==> src/rtl/rot_pkg.sv <==
// Shared constants, types and helpers for the rotate/arbiter slice.
//   ROT_W / AMT_W          : operand width and rotate-amount width
//   DIR_RIGHT / DIR_LEFT   : encoding of the per-request direction bit
//   out_state_e            : occupancy state of the one-deep output stage
//   left_to_right_amt(amt) : right-rotate amount equivalent to a left rotate by amt
package rot_pkg;

    localparam int unsigned ROT_W = 16;
    localparam int unsigned AMT_W = 4;

    localparam logic DIR_RIGHT = 1'b0;
    localparam logic DIR_LEFT  = 1'b1;

    typedef enum logic {
        ST_EMPTY = 1'b0,
        ST_FULL  = 1'b1
    } out_state_e;

    // Rotating left by n equals rotating right by (ROT_W - n) mod ROT_W.
    function automatic logic [AMT_W-1:0] left_to_right_amt(input logic [AMT_W-1:0] amt);
        return AMT_W'(0 - amt);
    endfunction

endpackage

==> src/rtl/ror_shifter16.sv <==
// Combinational 16-bit rotate-right.
//   din  : operand
//   s    : rotate-right amount, 0..15
//   dout : din rotated right by s
module ror_shifter16
    import rot_pkg::*;
(
    input  logic [ROT_W-1:0] din,
    input  logic [AMT_W-1:0] s,
    output logic [ROT_W-1:0] dout
);

    logic [2*ROT_W-1:0] dbl;

    // Shifting the doubled operand right leaves the rotated word in the low half.
    always_comb begin
        dbl  = {din, din} >> s;
        dout = dbl[ROT_W-1:0];
    end

endmodule

==> src/rtl/ror_arb16.sv <==
// Two-requester arbiter sharing one rotate-right shifter, with a one-deep
// valid/ready output register tagged by source and saturating grant counters.
//   clk, rst                       : clock, synchronous active-high reset
//   reqN_valid/ready/data/amt/dir  : requester N handshake and operation (N = 0, 1)
//   out_valid/out_ready            : output stage handshake
//   out_data, out_src              : rotated result and index of its requester
//   grant_cnt0, grant_cnt1         : saturating counts of accepted operations
module ror_arb16
    import rot_pkg::*;
#(
    parameter bit          RR_EN = 1'b1,
    parameter int unsigned CNT_W = 16
) (
    input  logic             clk,
    input  logic             rst,

    input  logic             req0_valid,
    output logic             req0_ready,
    input  logic [ROT_W-1:0] req0_data,
    input  logic [AMT_W-1:0] req0_amt,
    input  logic             req0_dir,

    input  logic             req1_valid,
    output logic             req1_ready,
    input  logic [ROT_W-1:0] req1_data,
    input  logic [AMT_W-1:0] req1_amt,
    input  logic             req1_dir,

    output logic             out_valid,
    input  logic             out_ready,
    output logic [ROT_W-1:0] out_data,
    output logic             out_src,

    output logic [CNT_W-1:0] grant_cnt0,
    output logic [CNT_W-1:0] grant_cnt1
);

    out_state_e       state_q, state_d;
    logic             last_grant;
    logic             can_accept;
    logic             grant_any;
    logic             grant;
    logic             accept;
    logic [ROT_W-1:0] sel_data;
    logic [AMT_W-1:0] sel_amt;
    logic             sel_dir;
    logic [AMT_W-1:0] eff_amt;
    logic [ROT_W-1:0] rot_data;

    // Output-stage FSM: state register
    always_ff @(posedge clk) begin
        if (rst) begin
            state_q <= ST_EMPTY;
        end else begin
            state_q <= state_d;
        end
    end

    // Output-stage FSM: next state
    always_comb begin
        state_d = state_q;
        case (state_q)
            ST_EMPTY: if (accept)                   state_d = ST_FULL;
            ST_FULL:  if (out_ready && !accept)     state_d = ST_EMPTY;
            default:                                state_d = ST_EMPTY;
        endcase
    end

    // Output-stage FSM: outputs
    always_comb begin
        out_valid  = (state_q == ST_FULL);
        can_accept = !rst && (!out_valid || out_ready);
    end

    // Arbiter: a contest only arises when both requesters are valid
    always_comb begin
        grant_any = req0_valid || req1_valid;
        grant     = 1'b0;
        if (req0_valid && req1_valid) begin
            grant = RR_EN ? ~last_grant : 1'b0;
        end else if (req1_valid) begin
            grant = 1'b1;
        end
        accept     = can_accept && grant_any;
        req0_ready = accept && req0_valid && (grant == 1'b0);
        req1_ready = accept && req1_valid && (grant == 1'b1);
    end

    // Operand mux feeding the shared shifter
    always_comb begin
        sel_data = grant ? req1_data : req0_data;
        sel_amt  = grant ? req1_amt  : req0_amt;
        sel_dir  = grant ? req1_dir  : req0_dir;
        eff_amt  = (sel_dir == DIR_LEFT) ? left_to_right_amt(sel_amt) : sel_amt;
    end

    ror_shifter16 u_shifter (
        .din  (sel_data),
        .s    (eff_amt),
        .dout (rot_data)
    );

    // Result register, round-robin pointer and counters
    always_ff @(posedge clk) begin
        if (rst) begin
            out_data   <= '0;
            out_src    <= 1'b0;
            last_grant <= 1'b1;
            grant_cnt0 <= '0;
            grant_cnt1 <= '0;
        end else if (accept) begin
            out_data   <= rot_data;
            out_src    <= grant;
            last_grant <= grant;
            if (grant == 1'b0) begin
                if (grant_cnt0 != '1) grant_cnt0 <= grant_cnt0 + CNT_W'(1);
            end else begin
                if (grant_cnt1 != '1) grant_cnt1 <= grant_cnt1 + CNT_W'(1);
            end
        end
    end

endmodule

==> config.mk <==
export PLATFORM = sky130hd
export DESIGN_NAME = ror_arb16
export DESIGN_NICKNAME = d
export VERILOG_FILES = /design/src/rtl/rot_pkg.sv /design/src/rtl/ror_shifter16.sv /design/src/rtl/ror_arb16.sv
export SDC_FILE = /design/constraint.sdc
export NUM_CORES = 1
export LEC_CHECK = 0
export CAP_MARGIN = 10
export CORE_UTILIZATION = 47
export DETAILED_ROUTE_END_ITERATION = 8
export PLACE_DENSITY_LB_ADDON = 0.15
export REMOVE_ABC_BUFFERS = 1
export SLEW_MARGIN = 40
export SYNTH_ARGS = -nofsm -noshare
export SYNTH_HDL_FRONTEND = slang
export SYNTH_SLANG_ARGS = --single-unit
export TNS_END_PERCENT = 50
==> constraint.sdc <==
create_clock -name clk -period 2.22 [get_ports clk]
set_input_delay 0.444 -clock clk [delete_from_list [all_inputs] [get_ports clk]]
set_output_delay 0.444 -clock clk [all_outputs]
set_load 0.005 [all_outputs]
# Yosys cells after proc, flatten, opt, wreduce, memory -nomap -nowiden
# Cells that the tools add are included.
# totals
regBits	51
latch_bits	0
ram_bits	0
romBits	0
output_inout_bits	52
memories	0
# classes
add_sub_neg	3
multipliers	0
n_div	0
n_lt_le_gt_ge	0
eq_ne	2
shift	1
mux	9
bitwise_logic	3
n_reduce_logical	15
# ops
operator	count
16-bit by 1-bit adder with 16-bit output, second input constant	2
16-bit inequality test, second input constant	2
32-bit by 4-bit >> shifter with 16-bit output	1
16-bit 2-to-1 mux	1
1-bit logical AND	8
4-bit 2-to-1 mux	2
3-bit AND reduction	2
1-bit 2-to-1 mux	5
1-bit by 4-bit subtractor with 4-bit output, first input constant	1
1-bit logical NOT	3
1-bit inverter	3
1-bit logical OR	2
1-bit case mux with 2 select lines	1

# Logic depth before layout (Yosys ltp)
# Gate-level depths: netlist of the first run.
# depth
ltp_word	8
depth_mapped	9
mapped_depth_nobuf	7

# By module
# Synthesis of the first run repeated with hierarchy kept, for this count alone.
# unflattened
hier_cells	389
area_unflattened_um2	3503.4
# by_module_without_submodules
module	n_inst	cells_per_inst	area_per_inst_um2	seq_area_each_um2
ror_arb16	1	349	2678.8	1021.0
ror_shifter16	1	40	824.5	0.0

# Worst setup path before layout of the first run
# No wires, ideal clock.
# synth_path
path_type	input -> register
start	in req1_valid
end	reg out_data[12]
t_arrival_ns	1.885
setup_slack_ns	0.192
stages	7
n_path_buf	2
cell_sequence	a21boi_1 buf_4 mux2i_4 buf_8 mux2_2 mux2i_1 a221oi_1
# synth_between
elab_chain_cells	6
elab_cells_between_ends	11
cone_classes	1 x add/sub; 1 x shift; 6 x mux; 3 x reduce/logical
# synth_rtl
item	line_no	rtl
start, declared	ror_arb16.sv:23	input logic req1_valid,
1-bit 2-to-1 mux / 1-bit logical AND (equally long branches)	ror_arb16.sv:81, ror_arb16.sv:79	
1-bit 2-to-1 mux	ror_arb16.sv:79	if (req0_valid && req1_valid) begin
4-bit 2-to-1 mux	ror_arb16.sv:92	sel_amt = grant ? req1_amt : req0_amt;
1-bit by 4-bit subtractor with 4-bit output	rot_pkg.sv:21	return AMT_W'(0 - amt);
4-bit 2-to-1 mux	ror_arb16.sv:94	eff_amt = (sel_dir == DIR_LEFT) ? left_to_right_amt(sel_amt) : sel_amt;
32-bit by 4-bit >> shifter with 16-bit output	ror_shifter16.sv:17	dbl = {din, din} >> s;
end signal, assigned	ror_arb16.sv:112	out_data <= rot_data;
end, declared	ror_arb16.sv:31	output logic [ROT_W-1:0] out_data,
# Parallel ways exist; a longest one is shown, timed or not.
# A chain may end at the register's enable or synchronous reset.

# Worst setup path after layout of the first run
# layout_path
start	in rst
end	out req1_ready
# layout_between
elab_chain_cells	5
# layout_rtl
item	line_no	rtl
start, declared	ror_arb16.sv:15	input logic rst,
1-bit logical NOT	ror_arb16.sv:72	can_accept = !rst && (!out_valid || out_ready);
1-bit logical AND	ror_arb16.sv:72	
1-bit logical AND	ror_arb16.sv:84	accept = can_accept && grant_any;
1-bit logical AND (2 in series)	ror_arb16.sv:86	req1_ready = accept && req1_valid && (grant == 1'b1);
end, declared	ror_arb16.sv:24	output logic req1_ready,
# Every way passes these cells.

==> metrics.md, run 1 <==
| Metric | Value |
|---|---|
| Worst Setup EP | `req1_ready` |
| DRC viols | `12` |
| Number of inserted diodes | `0` |
| Overflow after GRT | `0` |
| Yosys top cell by area | `dfxtp_1` |
| Post-DP Area | `4394 sq um` |
| Port Buf Inserts | `98` |
| Global-route wire length before repair | `14.04 mm` |
| Worst vdd ir | `0.2875 mV` |
| Clk pin slew, worst setup/hold paths | `0.10 ns` |
| Largest net degree at the start of global routing | `36` |
| CTS buffer count | `5` |
| NetSw | `roughly 0.00069 W` |
| Synthesized area per cell | `between 8 and 9 sq um` |
| Die Wd | `84.07 um` |
| GP Congestion | `0.9039` |
| Post-route cell area | `around 4600 sq um` |
| First-pass DRT Iterations | `8` |
| Setup Slack @ Placement | `-0.4474 ns` |
| Post-synthesis simple-gate area fraction | `0.1818` |
| DIE AREA | `7068 sq um` |
| Layout cells sized above 1 | `0.1475` |
| # hold bufs at CTS | `0` |
| Outcome | `complete, but fails checks` |
| # rows | `29` |
| Min cycle time layout | `about 2.1 ns` |
| WL/cell | `15.43 um` |
| Critical Path, Cell by Cell | `clkdlybuf4s50_1, inv_1, nand3_2, inv_2, clkdlybuf4s50_1` |
| Area delta synth->final | `45.65%` |
| Initial Util | `0.4929` |
| Number of global-route vias before repair | `3,107` |
| Critical Path AT | `around 1.7 ns` |
| CP max FO | `3` |
| Crit path launch | `rst` |
| Clk root buf | `clkbuf_8` |
| Clk sink count | `51` |
| H-tree depth | `2` |
| Synth top area cells | `dfxtp_1 (32%), mux2i_1 (11%), mux2_2 (6.0%)` |
| Crit path max-delay cell type | `clkdlybuf4s50_1` |
| Most frequent CP cell | `clkdlybuf4s50_1` |
| Final wirelength | `roughly 8.7 mm` |
| Worst r2r dst | `out_data[14]` |
| Final net count | `536` |
| Worst Hold Class | `reg2reg` |
| Critical Path Source Type | `primary input` |
| Synth Instances | `371` |
| DRT antenna net count | `0` |
| Worst-margin pin slew | `0.3544 ns` |
| R2R setup slack | `0.19 ns` |
| Initial antenna violation count | `0` |
| Vias/cell | `5.727` |
| Synth Area in Adders | `0.007905` |
| Peak Freq | `between 400 and 500 MHz` |
| IO Count | `99` |
| Clock power frac | `0.254` |
| Clock Path Buffers | `2` |
| Pwr/cell area | `slightly below 500 nW/um^2` |
| Slew HR | `0.7637` |
| CP Class | `in2out` |
| Multiplexer share of the synthesized area | `0.1751` |
| TritonCTS clock tree | `yes` |
| DRT iter0 DRCs | `115` |
| Switching Fraction | `0.3054` |
| # Max-Cap Violations | `0` |
| Final Skew | `0.01573 ns` |
| Synth warn | `0` |
| Cell Int Power | `0.001578 W` |
| Compound-cell area share of the yosys netlist | `0.2024` |
| Synth Area in XOR/XNOR | `0.06364` |
| Post-route setup slack | `0.1039 ns` |
| CP peak stage delay | `0.49 ns` |
| CP endpoint kind | `output pin` |
| RSZ-0062 raised after global routing | `false` |
| Tcrit/Tclk final | `0.9532` |
| Logic pwr share | `0.315` |
| FF-to-FF path depth | `9` |
| Final Hold Viols | `0` |
| Static Leakage | `1.725 nW` |
| Die Height | `around 84 um` |
| Distinct cells, synth | `40` |
| R2r startpoint | `last_grant` |
| Post-synthesis cell area | `3166 sq um` |
| Core area | `6422 sq um` |
| DP HPWL | `6.484 mm` |
| Failing checks | `DRC` |
| Reg power frac | `0.432` |
| Slew Limit Fails | `0` |
| Top cell type's share of synthesized area | `0.3225` |
| GRT Total Usage | `0.2445` |
| Via count | `3,236` |
| Clock Latency Late Sink | `0.32 ns` |
| Critical Path RT | `1.78 ns` |
| Endpoints failing setup | `0` |
| Yosys reg bits | `51` |
| Seq/Total Area, Yosys | `0.3225` |
| Largest family of logic cells by synthesized area | `compound AO/OA/AOI/OAI gates` |
## registers in the layout, indices dropped and copies added, names as in the netlist
name	cells
out_data	16
last_grant	1
out_valid	1
grant_cnt1	16
out_src	1
grant_cnt0	16
## logic make-up after synthesis
group	count (synthesis)
AND/OR/NAND/NOR	112
AO/OA/AOI/OAI	101
multiplexers	52
flip-flops	51
buffers and inverters	30
XOR/XNOR	23
adder cells (fa/ha/maj)	2
## layout make-up
| type | instances | area (sq um) |
|---|---|---|
| repair buffers | 129 | 1301 |
| well taps | 77 | 96.34 |
| fillers | 518 | 1812 |
| clock buffers | 5 | 68.82 |
| clock inverters | 3 | 27.53 |
| multi-input cells | 290 | 2058 |
| inverters | 10 | 37.54 |
| flip-flops and latches | 51 | 1021 |
## cells in the final DEF (no fill, tap or decap), types with 4 or more instances in the layout
| cell | count |
|---|---|
| and3_1 | 4 |
| a221oi_1 | 15 |
| dfxtp_1 | 51 |
| mux2_2 | 17 |
| and4_1 | 4 |
| nand2_1 | 14 |
| buf_12 | 6 |
| nor2b_1 | 16 |
| nand3_1 | 11 |
| xor2_1 | 7 |
| mux2i_1 | 34 |
| a21oi_1 | 23 |
| or3_1 | 11 |
| a21oi_2 | 7 |
| nor3_1 | 4 |
| clkdlybuf4s50_1 | 92 |
| buf_4 | 21 |
| nand4_1 | 7 |
| clkbuf_8 | 5 |
| xnor2_1 | 14 |
| o21ai_0 | 30 |
| nor2_1 | 34 |
| a211oi_1 | 16 |
| inv_1 | 9 |
## synthesized netlist by cell type
library cell  count
dfxtp_1          51
mux2i_1          34
nor2_1           34
o21ai_0          30
a21oi_1          29
mux2_2           17
a211oi_1         16
a221oi_1         16
nor2b_1          16
nand2_1          14
xnor2_1          14
nand3_1          12
or3_1            11
inv_1            10
xor2_1            9
clkbuf_1          8
buf_2             7
nand4_1           7
and3_1            4
and4_1            4
nor3_1            4
a211o_1           2
and2b_1           2
buf_4             2
ha_1              2
o31ai_1           2
a21boi_1          1
a21o_1            1
a21oi_2           1
and2_1            1
buf_1             1
buf_6             1
buf_8             1
mux2i_4           1
nand2b_1          1
nand4b_1          1
nor4_1            1
o2111a_1          1
o2111ai_1         1
o31a_1            1
## per-stage QoR
step / std cells / total power (W) / utilization / setup TNS [ns] / hold slack [ns]
after floorplan: 351 / 0.001330 / - / -36.30 / 0.4628
after global placement: 552 / 0.001662 / 0.6842 / -6.831 / 0.4847
after detailed placement: 552 / 0.001681 / 0.6842 / -8.907 / 0.4973
after CTS: 562 / 0.002265 / 0.7074 / 0 / 0.5152
after global routing: 565 / 0.002372 / 0.7179 / 0 / 0.5379
final: 565 / 0.002272 / 0.7179 / 0 / 0.5125
## critical path, delay by kind of cell
family	cells	cell delay, ns
buf+inv	4	1.14
simple gates	1	0.09
## layer usage
metal  vias up  global-route usage  wire length, um
li1       1599                   -                -
met4         0             0.08464              152
met3        15             0.04748              474
met5         -                   0                0
met2        91              0.4441             4322
met1      1531              0.2848             3768
## worst min path at each step
| stage | from | to | cells after the start |
|---|---|---|---|
| floorplan | last_grant | last_grant | 2 |
| global placement | grant_cnt0[9] | grant_cnt0[9] | 2 |
| detailed placement | grant_cnt0[9] | grant_cnt0[9] | 2 |
| CTS | grant_cnt0[9] | grant_cnt0[9] | 2 |
| global route | grant_cnt0[9] | grant_cnt0[9] | 2 |
| finish | grant_cnt0[9] | grant_cnt0[9] | 2 |
## power groups by stage
stage	clock, W	combinational [W]	sequential (W)
2_1_floorplan	0	0.000331	0.000998
3_3_place_gp	0	0.000662	0.000999
3_5_place_dp	0	0.000681	0.00100
4_1_cts	0.000586	0.000699	0.000980
5_1_grt	0.000617	0.000770	0.000985
6_report	0.000577	0.000715	0.000980
## timing repair
item                                   in CTS  in global routing
setup buffers                               2                  2
endpoints found under the hold margin       0                  0
cloned                                      0                  1
gates resized for setup                    11                 11
setup endpoints to repair                  17                 17
pin swaps                                   2                  0
Note: power is estimated with default switching activity, not from simulation.
==> inputs of run 2 (changes only) <==
Settings changed: ABC_AREA from default to 1, CORE_UTILIZATION 47 to 48, GPL_TIMING_DRIVEN from default to 0.
==> metrics.md, run 2 <==
| Metric | Value |
|---|---|
| Post-synth top cells | `nand2_1 (146), nand3_1 (124), inv_1 (63), dfxtp_1 (51), a21oi_1 (42)` |
| Top cell type's share of synthesized area | `0.3013` |
| Via count | `3,947` |
| Area delta synth->final | `38.59%` |
| Worst Hold Class | `reg2reg` |
| Synthesized area per cell | `6.050 sq um` |
| CP max FO | `3` |
| Hold EP | `out_data[3]` |
| CTS buffer count | `5` |
| Critical Path RT | `1.78 ns` |
| Slew Limit Fails | `0` |
| Clock Path Buffers | `2` |
| TritonCTS clock tree | `yes` |
| Final TNS setup | `0 ns` |
| Outcome | `complete, no violations` |
| Die Wd | `86.02 um` |
| Tot Pwr | `0.002535 W` |
| Die Height | `86.02 um` |
| DRT iter0 DRCs | `~280` |
| Fillers | `617` |
| Tcrit/Tclk final | `0.9554` |
| # Max-Cap Violations | `0` |
| Final Hold Viols | `0` |
| Core area | `~6800 sq um` |
| Most frequent cells in the layout | `nand2_1 (143), nand3_1 (123), clkdlybuf4s50_1 (93), inv_1 (60), dfxtp_1 (51)` |
| Worst-margin pin slew | `0.4555 ns` |
| Met2 global-route usage | `0.3968` |
| Storage cell area | `between 1000 and 1500 sq um` |
| CP Class | `in2out` |
| Peak Freq | `471.5 MHz` |
| Endpoints failing setup | `0` |
| Slew HR | `0.6944` |
| Final net count | `705` |
| Post-synthesis cell area | `3388 sq um` |
| DRT antenna net count | `0` |
| Met3 usage | `0.05390` |
| IO Count | `approximately 100` |
| Initial Util | `0.4987` |
| Number of inserted diodes | `0` |
| Clk sink count | `51` |
| Worst r2r dst | `out_data[15]` |
| Top Registers | `grant_cnt0: 16 flops, grant_cnt1: 16 flops, out_data: 16 flops` |
| DRC viols | `0` |
| Number of global-route vias before repair | `3,358` |
| Port Buf Inserts | `98` |
| Post-synth ARST share | `0` |
| Ys flop type | `dfxtp_1` |
| Critical Path Source Type | `primary input` |
| DP HPWL | `6.672 mm` |
| Yosys reg bits | `51` |
| RSZ-0062 raised after global routing | `true` |
| GRT Max-Usage Layer | `met2` |
| GP Congestion | `between 0.9 and 1` |
| Final Skew | `0.01120 ns` |
| Post-Layout Cell Count | `753` |
| Post-synth EDFFs | `0` |
| Clk root buf | `clkbuf_8` |
| R2r startpoint | `last_grant` |
| GRT met1 Usage | `0.3524` |
| Seq/Total Area, Yosys | `0.3013` |
| # hold bufs at CTS | `0` |
| DIE AREA | `7399 sq um` |
| WL/cell | `12.51 um` |
| Synth Instances | `560` |
| Initial antenna violation count | `0` |
| FF-to-FF path depth | `12` |
| GRT Total Usage | `0.2534` |
| Leading cell type in the layout, fill and taps excluded | `nand2_1` |
| Pwr/cell area | `539.9 nW/um^2` |
| Inst Count DP | `734` |
| Overflow after GRT | `0` |
| Hold_sp | `out_data[3]` |
| Clk pin slew, worst setup/hold paths | `about 0.090 ns` |
| Synth top area cells | `dfxtp_1 (30%), nand3_1 (18%), nand2_1 (16%)` |
| Synth warn | `0` |
| Static Leakage | `1.902 nW` |
| Hold Path Stages | `2` |
| Critical Path AT | `1.68 ns` |
| Vias/cell | `5.242` |
| CP endpoint kind | `output pin` |
| First-pass DRT Iterations | `5` |
| Final wirelength | `9.419 mm` |
| # rows | `30` |
| H-tree depth | `2` |
| R2R setup slack | `~0.18 ns` |
| Worst vdd ir | `0.3140 mV` |
| Min cycle time layout | `2.121 ns` |
| Largest net degree at the start of global routing | `31` |
| Distinct cells, synth | `33` |
| Global-route wire length before repair | `between 15 and 20 mm` |
| Clock Latency Late Sink | `between 0.3 and 0.4 ns` |
| Multi-input logic area | `2138 sq um` |
| Yosys top cell by area | `dfxtp_1` |
| Most frequent cell after synthesis | `nand2_1` |
| Layout cells sized above 1 | `0.07915` |
run 2: cell types whose count changed after synthesis, moves of 14 or more:
| cell | delta |
|---|---|
| mux2_2 | -17 |
| nand2_1 | +132 |
| nor2b_1 | -16 |
| mux2i_1 | -34 |
| inv_1 | +53 |
| a221oi_1 | -16 |
| nand3_1 | +112 |
| xnor2_1 | -14 |
run 2: report_power, final:
group	leakage (nW)	internal, W	switching, W
clock	0.0618	0.000372	0.000335
combinational	1.43	0.000353	0.000491
sequential	0.414	0.000957	0.0000268
run 2: metal layers:
layer / wire length [um] / vias up
met5: 0 / -
met4: 95 / 0
met3: 532 / 11
met2: 4273 / 127
met1: 4517 / 1760
li1: - / 2049
run 2: timing repair:
action,CTS,global route
cloned,4,0
setup buffers,7,0
resized for setup,19,11
endpoints found under the setup margin,52,19
pin swaps,5,0
run 2: critical path: stages:
cell	delay (ns)
clkdlybuf4s50_1	0.46
inv_1	0.07
nand2_4	0.11
nand3_4	0.08
buf_4	0.16
nor2_4	0.11
dlygate4sd2_1	0.24
run 2: final cells by class:
cell class | instances | area share
clock buffer | 6 | 0.01759
clock inverter | 2 | 0.008260
inverter | 66 | 0.05489
multi-input combinational | 426 | 0.4554
sequential | 51 | 0.2174
tap | 96 | 0.02558
timing repair buffer | 105 | 0.2198
timing repair inverter | 1 | 0.001066
run 2: how the worst max path moves through the flow:
stage | start | endpoint | slack, ns | cells after the start
final | out_ready | req0_ready | 0.1 | 7
after global routing | req1_valid | grant_cnt0[9] | -0.02 | 12
after CTS | out_ready | req1_ready | 0.01 | 6
after detailed placement | rst | req0_ready | -1.43 | 5
after global placement | rst | req0_ready | -2.34 | 5
after floorplan | rst | grant_cnt0[7] | -0.15 | 10
run 2: stage by stage:
step	area, sq um	hold WS (ns)	worst slack, ns	utilization
finish	4696	0.4656	0.09903	0.6912
global route	4696	0.4913	-0.01792	0.6912
global placement	4388	0.4514	-2.343	0.6459
detailed placement	4383	0.4545	-1.434	0.6451
floorplan	3287	0.4460	-0.1499	-
CTS	4657	0.4702	0.01091	0.6855
run 2: cell families (layout without fill, tap and decap cells):
group,count (synthesis),in the layout,share of synthesized area
xor+xnor,2,2,0.005171
fa+ha+maj,2,2,0.007384
flops,51,51,0.3013
simple gates,336,339,0.4542
buf+inv,86,180,0.1030
compound gates,83,83,0.1289
